--- src/rtl/hazard_ctrl_pkg.sv ---
// Shared encodings and pipeline-entry record for the decode hazard controller.
// Class codes, non-writing ALU function codes and the register-file write-enable helper.
package hazard_ctrl_pkg;

   localparam logic [1:0] CLS_ALU = 2'b11;
   localparam logic [1:0] CLS_MEM = 2'b01;
   localparam logic [1:0] CLS_IMM = 2'b00;
   localparam logic [4:0] OP_LDI  = 5'b10000;

   localparam logic [3:0] FN_NW0 = 4'b0101;
   localparam logic [3:0] FN_NW1 = 4'b1101;
   localparam logic [3:0] FN_NW2 = 4'b1110;
   localparam logic [3:0] FN_NW3 = 4'b1111;

   typedef struct packed {
      logic       valid;
      logic       writes;
      logic [2:0] dest;
   } entry_t;

   // ALU function codes that compute flags only and leave the register file alone
   function automatic logic fn_no_write(input logic [3:0] fn);
      logic nw;
      case (fn)
         FN_NW0, FN_NW1, FN_NW2, FN_NW3: nw = 1'b1;
         default:                        nw = 1'b0;
      endcase
      return nw;
   endfunction

endpackage

--- src/rtl/instr_regdec.sv ---
// Combinational register-usage decode: write enable, destination and up to two source fields.
module instr_regdec
   import hazard_ctrl_pkg::*;
(
   input  logic [15:0] instr,
   output logic        writes,
   output logic [2:0]  dest,
   output logic        src_a_en,
   output logic [2:0]  src_a,
   output logic        src_b_en,
   output logic [2:0]  src_b
);

   // Decode by major class; src_b always carries [10:8] so class 00 uses it alone
   always_comb begin
      writes   = 1'b0;
      dest     = instr[10:8];
      src_a_en = 1'b0;
      src_a    = instr[13:11];
      src_b_en = 1'b0;
      src_b    = instr[10:8];
      case (instr[15:14])
         CLS_ALU: begin
            writes   = ~fn_no_write(instr[7:4]);
            src_a_en = 1'b1;
            src_b_en = 1'b1;
         end
         CLS_MEM: begin
            src_a_en = 1'b1;
            src_b_en = 1'b1;
         end
         CLS_IMM: begin
            writes   = 1'b1;
            dest     = instr[13:11];
            src_b_en = 1'b1;
         end
         default: begin
            writes = (instr[15:11] == OP_LDI);
         end
      endcase
   end

endmodule

--- src/rtl/hazard_ctrl.sv ---
// Decode-stage RAW interlock: tracks in-flight register writers and stalls decode on conflict.
// The oldest tracked stage drives the register-file write port.
module hazard_ctrl
   import hazard_ctrl_pkg::*;
#(
   parameter int DEPTH = 3
)
(
   input  logic        clk,
   input  logic        rst,
   input  logic [15:0] id_instr,
   input  logic        id_valid,
   input  logic        flush,
   output logic        id_ready,
   output logic        ex_valid,
   output logic        wb_rf_enable,
   output logic [2:0]  wb_dest,
   output logic [15:0] stall_count
);

   entry_t      pipe_r [DEPTH];
   entry_t      load_s;
   logic [15:0] stall_count_r;
   logic        dec_writes_s;
   logic [2:0]  dec_dest_s;
   logic        src_a_en_s;
   logic [2:0]  src_a_s;
   logic        src_b_en_s;
   logic [2:0]  src_b_s;
   logic        hazard_s;
   logic        stall_s;

   instr_regdec u_regdec (
      .instr    (id_instr),
      .writes   (dec_writes_s),
      .dest     (dec_dest_s),
      .src_a_en (src_a_en_s),
      .src_a    (src_a_s),
      .src_b_en (src_b_en_s),
      .src_b    (src_b_s)
   );

   // Compare sources against every stage except the last, whose write lands this cycle
   always_comb begin
      hazard_s = 1'b0;
      for (int i = 0; i < DEPTH - 1; i++) begin
         hazard_s = hazard_s | (pipe_r[i].valid & pipe_r[i].writes &
                    ((src_a_en_s & (pipe_r[i].dest == src_a_s)) |
                     (src_b_en_s & (pipe_r[i].dest == src_b_s))));
      end
      hazard_s = hazard_s & id_valid;
   end

   // Handshake, stage-0 load and writeback strobe; reset forces all of them quiet
   always_comb begin
      id_ready     = 1'b0;
      ex_valid     = 1'b0;
      wb_rf_enable = 1'b0;
      wb_dest      = 3'd0;
      load_s       = '0;
      if (!rst) begin
         id_ready     = id_valid & ~hazard_s;
         ex_valid     = id_ready & ~flush;
         wb_rf_enable = pipe_r[DEPTH-1].valid & pipe_r[DEPTH-1].writes;
         if (wb_rf_enable) begin
            wb_dest = pipe_r[DEPTH-1].dest;
         end else begin
            wb_dest = 3'd0;
         end
         if (ex_valid) begin
            load_s = '{valid: 1'b1, writes: dec_writes_s, dest: dec_dest_s};
         end else begin
            load_s = '0;
         end
      end else begin
         load_s = '0;
      end
   end

   assign stall_s     = id_valid & ~id_ready;
   assign stall_count = stall_count_r;

   // Tracking pipeline advances every cycle; stall counter saturates
   always_ff @(posedge clk) begin
      if (rst) begin
         for (int i = 0; i < DEPTH; i++) begin
            pipe_r[i] <= '0;
         end
         stall_count_r <= 16'd0;
      end else begin
         pipe_r[0] <= load_s;
         for (int i = 1; i < DEPTH; i++) begin
            pipe_r[i] <= pipe_r[i-1];
         end
         if (stall_s && (stall_count_r != 16'hFFFF)) begin
            stall_count_r <= stall_count_r + 16'd1;
         end else begin
            stall_count_r <= stall_count_r;
         end
      end
   end

endmodule
--- config.mk ---
export PLATFORM = sky130hd
export DESIGN_NAME = hazard_ctrl
export DESIGN_NICKNAME = d
export VERILOG_FILES = /design/src/rtl/hazard_ctrl_pkg.sv /design/src/rtl/instr_regdec.sv /design/src/rtl/hazard_ctrl.sv
export SDC_FILE = /design/constraint.sdc
export NUM_CORES = 1
export LEC_CHECK = 0
export CAP_MARGIN = 20
export CORE_ASPECT_RATIO = 1.2
export CORE_MARGIN = 1
export CORE_UTILIZATION = 45
export DETAILED_ROUTE_END_ITERATION = 8
export HOLD_SLACK_MARGIN = 0.02
export PLACE_DENSITY = 0.75
export SLEW_MARGIN = 20
export SYNTH_ARGS = -nofsm -noshare
export SYNTH_HDL_FRONTEND = slang
export SYNTH_SLANG_ARGS = --single-unit
--- constraint.sdc ---
create_clock -name clk -period 3.1 [get_ports clk]
set_input_delay 0.775 -clock clk [delete_from_list [all_inputs] [get_ports clk]]
set_output_delay 0.775 -clock clk [all_outputs]
set_load 0.03 [all_outputs]
## After elaboration in Yosys (flattened, before gate mapping)

Memories as Yosys holds them, arrays and structs flattened.
Index checks and enable logic that the tools add are counted.

- Memories kept: 1
- Word-level logic and storage cells: 62
- Output and inout bits: 22
- Register bits: 16
- Input port bits: 20
- RAM bits: 15

- Reductions and logical operators: 5
- Add/subtract/negate cells: 1
- Equal/unequal tests: 12
- Bitwise logic cells: 23
- Multiplexer cells: 19

Memory list:

| name | depth | bits a word | read ports | clocked after Yosys merged registers in | write ports | line | text |
|---|---|---|---|---|---|---|---|
| pipe_r | 3 | 5 | 3 | 0 | 3 | hazard_ctrl.sv:21 | `entry_t pipe_r [DEPTH];` |

Operator list:

| cell | number |
|---|---|
| 2-to-1 mux 5 bit | 5 |
| adder 16 x 1 -> 16 bit (second input constant) | 1 |
| inequality test 16 bit (second input constant) | 1 |
| bitwise AND 1 bit | 13 |
| == test 3 bit | 4 |
| == test 4 bit (second input constant) | 3 |
| 2-to-1 mux 1 bit | 10 |
| 2-to-1 mux 3 bit | 3 |
| bitwise OR 1 bit | 6 |
| == test 5 bit (second input constant) | 1 |
| == test 4 x 3 -> 1 bit (second input constant) | 1 |
| inverter 1 bit | 4 |
| OR reduction 4 bit | 1 |
| case mux 1 bit (3 select lines) | 1 |
| OR reduction 3 bit | 1 |
| == test 2 x 1 -> 1 bit (second input constant) | 1 |
| == test 2 bit (second input constant) | 1 |
| logical NOT 2 bit | 1 |
| OR reduction 2 bit | 1 |
| logical AND 1 bit | 1 |

## Longest topological paths before layout

Gate-level depths: netlist (run 1).

- Depth after elaboration: 14
- Mapped depth: 8
- Gate-level depth less buffers: 7

## Hierarchy

A second synthesis (run 1) with hierarchy kept.

- Cell total of the unflattened synthesis: 181
- Area total of the unflattened synthesis: 1647.8 sq um

Modules (own cells, without submodules):

| module | cells each | instances | area an instance (sq um) | sequential area each (sq um) |
|---|---|---|---|---|
| hazard_ctrl | 164 | 1 | 1487.7 | 620.6 |
| instr_regdec | 17 | 1 | 160.2 | 0.0 |

## Least setup slack after synthesis (run 1)

No wires, ideal clock.

- Kind: input -> output
- Start: in id_valid
- End: out ex_valid
- Arrival: 2058 ps
- Buffers on the path: 2
- Cell stages on the path: 6
- Data required time: 2325 ps
- Setup slack: 267 ps
- Cells stage by stage: clkbuf_1 nand2b_1 nor4_2 buf_4 nand2b_1 inv_1

- Cells in the longest elaborated chain, start to end: 5

Ends and longest elaborated chain:

| element | line | text |
|---|---|---|
| from (decl) | hazard_ctrl.sv:12 | `input logic id_valid,` |
| bitwise AND 1 bit | hazard_ctrl.sv:51 | `hazard_s = hazard_s & id_valid;` |
| inverter 1 bit | hazard_ctrl.sv:62 | `id_ready = id_valid & ~hazard_s;` |
| bitwise AND 1 bit * | hazard_ctrl.sv:62 |  |
| bitwise AND 1 bit * | hazard_ctrl.sv:63 | `ex_valid = id_ready & ~flush;` |
| 2-to-1 mux 1 bit * | hazard_ctrl.sv:61 | `if (!rst) begin` |
| to (decl) | hazard_ctrl.sv:15 | `output logic ex_valid,` |

Mark *: on every way between the ends. The rest lies on a longest branch, timed or not.

## Worst setup path after layout (run 1)

- Start: in id_instr[13]
- End: out ex_valid

- Cells in the longest elaborated chain, start to end: 10
- Elaborated cells between the ends (all ways): 14
- Those cells by class: eq/ne (2); mux (1); bitwise (11)

Ends and longest elaborated chain:

| element | line | text |
|---|---|---|
| from (decl) | hazard_ctrl.sv:11 | `input logic [15:0] id_instr,` |
| == test 3 bit | hazard_ctrl.sv:48 | `((src_a_en_s & (pipe_r[i].dest == src_a_s)) \|` |
| bitwise AND 1 bit | hazard_ctrl.sv:48 |  |
| bitwise OR 1 bit | hazard_ctrl.sv:48 |  |
| bitwise AND 1 bit | hazard_ctrl.sv:47 | `hazard_s = hazard_s \| (pipe_r[i].valid & pipe_r[i].writes &` |
| bitwise OR 1 bit * | hazard_ctrl.sv:47 |  |
| bitwise AND 1 bit * | hazard_ctrl.sv:51 |  |
| inverter 1 bit * | hazard_ctrl.sv:62 |  |
| bitwise AND 1 bit * | hazard_ctrl.sv:62 |  |
| bitwise AND 1 bit * | hazard_ctrl.sv:63 |  |
| 2-to-1 mux 1 bit * | hazard_ctrl.sv:61 |  |

Marks and branches as above.

==> results of run 1 <==
## power breakdown
group / internal [W] / total [W] / switching [W] / leakage, nW
Sequential: 0.000404 / 0.000410 / 0.00000524 / 0.251
Clock: 0.000202 / 0.000348 / 0.000146 / 0.0515
Combinational: 0.0000461 / 0.0000950 / 0.0000488 / 0.511
Total: 0.000653 / 0.000853 / 0.000200 / 0.813
## layer usage
| metal | wire [um] | global-route usage, % | vias up |
|---|---|---|---|
| met5 | 0 | 0 | - |
| met4 | 43 | 9.69 | 0 |
| met3 | 139 | 5.83 | 4 |
| met2 | 1900 | 35.1 | 42 |
| met1 | 1670 | 24.0 | 709 |
| li1 | - | - | 742 |
## state kept, by name (all words and copies together), names as in the netlist
signal,cells
stall_count,16
pipe_r,15
## cells in the mapped netlist, drive strengths merged, types with 4 or more instances
cell     n
nor3     4
nor2    10
dfxtp   31
nand3   10
nand2b   5
nor4     5
xnor2    7
clkbuf   4
nand4    9
a21oi   14
nand2    9
o31ai    8
nor2b   14
or4      9
xor2     5
buf      5
inv      5
o21ai    8
## worst reg2reg max path, delay by kind of cell, from the launching register on
kind / cells / cell delay [ns]
flip-flops: 1 / 0.40
multiplexers: 1 / 0.29
AND/OR/NAND/NOR: 5 / 1.39
## kinds of logic after synthesis
family / synth area share, %
simple gates: 32.6
fa+ha+maj: 0.802
buf+inv: 4.81
mux: 2.08
xor+xnor: 6.74
compound gates: 13.2
flops: 39.8
## path summary, 6_finish.rpt
kind,endpoint,from,depth (start not counted)
worst min register to register,pipe_r[0][9],pipe_r[0][4],1
worst min-delay path,pipe_r[0][9],pipe_r[0][4],1
worst max-delay path,ex_valid,id_instr[13],7
worst max register to register,stall_count[5],stall_count[6],6
## area by class of cell
class | count | area (sq um) | area share, %
multi-input cells | 135 | 881 | 41.2
flip-flops and latches | 31 | 621 | 29.0
repair buffers | 50 | 473 | 22.1
clock buffers | 8 | 100 | 4.68
well taps | 37 | 46.3 | 2.16
inverters | 5 | 18.8 | 0.877
## through the flow
step                utilization (%)  hold slack [ns]  instance area [sq um]  std cells
floorplan                         -            0.438                   1560        180
global placement               59.8            0.454                   2000        256
detailed placement             59.8            0.461                   2000        256
CTS                            63.0            0.473                   2100        265
global route                   64.1            0.484                   2140        266
finish                         64.1            0.467                   2140        266
## repair_timing
action	4_1_cts	5_1_grt
endpoints found under the hold margin	0	0
buffers inserted	1	1
pin swaps	3	4
hold buffers	0	0
endpoints found under the setup margin	1	2
resized for setup	4	9
==> results by group, run 1 <==
Run status
  – Outcome: finished, final reports clean

Global route
  – First-pass GRT wire length: between 5 and 6 mm
  – Initial antenna violation count: 0
  – GRT overflow: 0
  – Vias in the first global route: 1405
  – All-Layer GR Usage: roughly 21%
  – Largest net degree at the start of global routing: 32

Timing
  – Final WS setup: 0.230 ns
  – Worst slew margin: 60.9%
  – Hold Vio Cnt, Final: 0
  – Final setup fails: 0
  – Slew @ Worst Pin: 0.585 ns
  – RSZ-0062 raised after global routing: false
  – Total negative slack: 0 ns
  – Clk_skew: about 0.0047 ns
  – FMAX: between 300 and 400 MHz
  – Final worst-path cycle share: 92.6%
  – Fin crit period: about 2.9 ns
  – Max Slew Vio Count: 0

Clocking
  – Inserted Clock Buffers: 5
  – Clock root buffer: clkbuf_8
  – H-tree Lvls: 2
  – CTS tree: yes
  – Clk Latency, worst-skew pair: 0.28 ns
  – CTS Buffer Depth: 2
  – Num Clock Sinks: 31
  – Clock slew at reported path FFs: 0.06 ns

Synth
  – Post-synth ARST share: 0%
  – Avg Cell Area, Syn: a little under 9 sq um
  – Synth Cell Area: 1560 sq um
  – Largest area contributor in the netlist: dfxtp_1
  – Post-synth top flop: dfxtp_1
  – Synth top area share: 39.8%
  – Synthesized flop and latch total: 31
  – Distinct cells, synth: 34
  – Dominant cells by area after synthesis: dfxtp_1 (40%), nor2b_1 (5.6%), a21oi_1 (4.5%), or4_1 (4.3%), xnor2_1 (3.9%)
  – Post-synth EDFFs: 0
  – Yosys warnings: 0
  – Syn_nets: 201
  – Post-synthesis sequential area ratio: 39.8%
  – Synth Instances: between 150 and 200

Detailed routing
  – DR pass1 iterations: 4
  – Via count: about 1500
  – Avg WL per Cell: 14.1 um
  – Post-route ant nets: 0
  – Final WL: 3.75 mm
  – Iter 0 DRT Violations: 38
  – Vias per inst: between 5 and 6
  – DR DRC count: 0

Finish
  – Filler cell count: roughly 290
  – Layout Nets: 249
  – Commonest cells after routing, fill and taps aside: dfxtp_1 (31), clkdlybuf4s50_1 (23), buf_4 (16), a21oi_1 (14), nor2b_1 (14)
  – Most common cell after layout, fill and taps aside: dfxtp_1
  – P&R area growth vs syn: 37.1%
  – Fraction of layout cells with a size suffix above 1: 16.6%
  – N_diodes: 0

Floorplanning
  – IO Pins: 42
  – Rows: 23
  – Die ar.: 3710 sq um
  – Die W: 55.8 um
  – Chip height: about 67 um
  – Initial core utilization: between 40% and 50%
  – Core area: 3340 sq um

Placement
  – Number of buffers added on ports: 37
  – Placement Setup Slack: -0.0664 ns
  – Routability Congestion: 0.807
  – Post-DP HPWL: 2.66 mm

Worst setup path
  – Crit-path leading delay family: simple AND/OR/NAND/NOR gates
  – CP startpoint kind: input pin
  – Critical path, cell by cell: dlygate4sd2_1 -> xor2_1 -> nor4_2 -> nor4_4 -> nand2b_1 -> inv_2 -> buf_6
  – WS Path Type: in -> out
  – WP buf/inv: 3
  – Worst setup EP type: primary output
  – Slowest cell on crit path: nor4_4
  – CP peak stage delay: roughly 0.40 ns
  – Maximum fanout along the worst path: 4
  – Worst Path Arrival: 2.10 ns
  – Slack of the worst reg-to-reg path: 0.90 ns
  – Required @ worst endpoint: 2.32 ns

Power
  – Power Dens Cells: 398 nW/um^2
  – Total power: ~0.00085 W
  – Leakage: 0.813 nW
  – IR drop worst, VDD: 0.000277 V

Run
  – Max-cap violations: 0

Worst hold path
  – HP Class: reg -> reg
Power figures use the tool's default switching activity.
==> run 2: changes to the inputs <==
--- a/config.mk
+++ b/config.mk
@@ -8,10 +8,10 @@
 export CAP_MARGIN = 20
 export CORE_ASPECT_RATIO = 1.2
 export CORE_MARGIN = 1
-export CORE_UTILIZATION = 45
+export CORE_UTILIZATION = 35
 export DETAILED_ROUTE_END_ITERATION = 8
-export HOLD_SLACK_MARGIN = 0.02
-export PLACE_DENSITY = 0.75
+export HOLD_SLACK_MARGIN = 0.05
+export PLACE_DENSITY = 0.62
 export SLEW_MARGIN = 20
 export SYNTH_ARGS = -nofsm -noshare
 export SYNTH_HDL_FRONTEND = slang
==> run 2 against run 1 <==
Net effect: die area rose by 28%; final area rose by 0.70%; count of clock-buffer cells in the layout fell by 2; flip-flop and latch count did not move; combinational power fell by 2.5%.
==> results by group, run 2 (synthesized netlist as in run 1, its figures left out) <==
Run status
  – Outcome: finished, final reports clean

Placement
  – Routability Congestion: 0.760
  – Post-DP HPWL: 2.51 mm
  – Number of buffers added on ports: 37

Detailed routing
  – Vias per inst: 5.08
  – DR pass1 iterations: 4
  – Post-route ant nets: 0
  – Avg WL per Cell: about 12 um
  – Iter 0 DRT Violations: 71
  – DR DRC count: 0
  – Via count: 1449
  – Final WL: ~3.4 mm

Clocking
  – Clock root buffer: clkbuf_8
  – Inserted Clock Buffers: 5
  – Clk Latency, worst-skew pair: 0.28 ns
  – Clock slew at reported path FFs: 0.06 ns
  – CTS Hold Bufs: 0
  – Num Clock Sinks: 31
  – CTS Buffer Depth: 2
  – H-tree Lvls: 2
  – CTS tree: yes

Timing
  – Max Slew Vio Count: 0
  – Fin crit period: 2.84 ns
  – Worst slew margin: 62.6%
  – RSZ-0062 raised after global routing: false
  – Hold Vio Cnt, Final: 0
  – Final setup fails: 0
  – Final worst-path cycle share: between 90% and 100%
  – Slew @ Worst Pin: around 0.56 ns
  – FMAX: between 300 and 400 MHz
  – Clk_skew: 0.00516 ns

Worst hold path
  – Critical hold path startpoint: pipe_r[0][3]
  – Hold Path End: pipe_r[0][8]
  – Hold path cells: 1
  – HP Class: reg -> reg

Finish
  – Post-layout util: 50.6%
  – Max reg flops: 16
  – Fraction of layout cells with a size suffix above 1: 16.6%
  – P&R area growth vs syn: 38.1%
  – Most common cell after layout, fill and taps aside: dfxtp_1
  – N_diodes: 0
  – Layout Nets: 250
  – Commonest cells after routing, fill and taps aside: dfxtp_1 (31), clkdlybuf4s50_1 (23), buf_4 (18), a21oi_1 (14), nor2b_1 (14)

Global route
  – All-Layer GR Usage: between 10% and 20%
  – Vias in the first global route: about 1300
  – First-pass GRT wire length: 5.83 mm
  – GRT overflow: 0
  – Largest net degree at the start of global routing: 32
  – Initial antenna violation count: 0

Floorplanning
  – Die W: between 60 and 70 um
  – Chip height: 75.1 um
  – Rows: 26
  – IO Pins: 42
  – Core area: 4260 sq um
  – Die ar.: around 4700 sq um
  – Initial core utilization: 36.6%

Worst setup path
  – Depth of the worst register-to-register path: 6
  – Slack of the worst reg-to-reg path: 0.96 ns
  – CP startpoint kind: input pin
  – WS Path Type: in -> out
  – Maximum fanout along the worst path: 4
  – R2r endpoint: stall_count[5]
  – Worst r2r src: stall_count[6]
  – Worst setup EP type: primary output
  – Worst Path Arrival: 2.06 ns
  – Required @ worst endpoint: 2.32 ns

Run
  – Max-cap violations: 0

Power
  – Power Dens Cells: 382 nW/um^2
  – Leakage: 0.815 nW
  – IR drop worst, VDD: 0.000207 V
  – Total power: around 0.0008 W
run 2: changes by cell type in the layout (fill, tap and decap cells not counted):
cell,previous run,this run
inv_1,4,5
clkbuf_1,1,0
inv_2,1,0
buf_6,3,2
clkbuf_8,7,6
clkinv_2,0,1
buf_4,16,18
run 2: timing repair:
| action | in CTS | in global routing |
|---|---|---|
| pin swaps | 3 | 2 |
| setup buffers | 1 | 1 |
| endpoints found under the setup margin | 2 | 2 |
| endpoints found under the hold margin | 0 | 0 |
| resized for setup | 3 | 8 |
run 2: through the flow:
step                      setup WS (ns)  instances  TNS [ns]  cell area (sq um)  hold WS, ns
after CTS                        0.0276        284         0               2120        0.464
after floorplan                   0.267        180         0               1560        0.438
after global placement          -0.0215        276   -0.0323               2030        0.449
after global routing              0.130        285         0               2150        0.483
final                             0.262        285         0               2150        0.460
after detailed placement        -0.0160        276   -0.0254               2030        0.452
run 2: where the power goes:
part / total [W] / switching (W) / internal [W]
combinational: 0.0000926 / 0.0000463 / 0.0000464
sequential: 0.000410 / 0.00000525 / 0.000404
clock: 0.000320 / 0.000146 / 0.000174
total: 0.000822 / 0.000198 / 0.000625
run 2: worst max-delay path by stage:
| stage | start | to | slack (ns) | depth (start not counted) |
|---|---|---|---|---|
| after global routing | id_instr[13] | ex_valid | 0.13 | 7 |
| after detailed placement | id_instr[12] | id_ready | -0.02 | 6 |
| after floorplan | id_valid | ex_valid | 0.27 | 6 |
| after global placement | id_instr[12] | id_ready | -0.02 | 6 |
| final | id_instr[11] | id_ready | 0.26 | 6 |
| after CTS | id_instr[14] | ex_valid | 0.03 | 8 |
run 2: layout make-up:
cell class                 instances  area [sq um]
multi-input combinational        135           881
inverter                           5          18.8
fill                             430          2110
timing repair buffer              51           477
clock inverter                     1          5.00
clock buffer                       6          82.6
sequential                        31           621
tap                               56          70.1
run 2: worst max-delay path: stages:
cell           delay (ns)
dlygate4sd2_1        0.28
xor2_1               0.19
nor4_2               0.09
nor4_4               0.39
buf_4                0.18
buf_4                0.15
run 2: routing by layer:
metal / share of wire (%) / up-vias / track usage [%]
met5: 0 / - / 0
met4: 1.7 / 0 / 7.75
met2: 48 / 37 / 25.8
li1: - / 747 / -
met3: 4.0 / 6 / 4.55
met1: 46 / 659 / 19.7
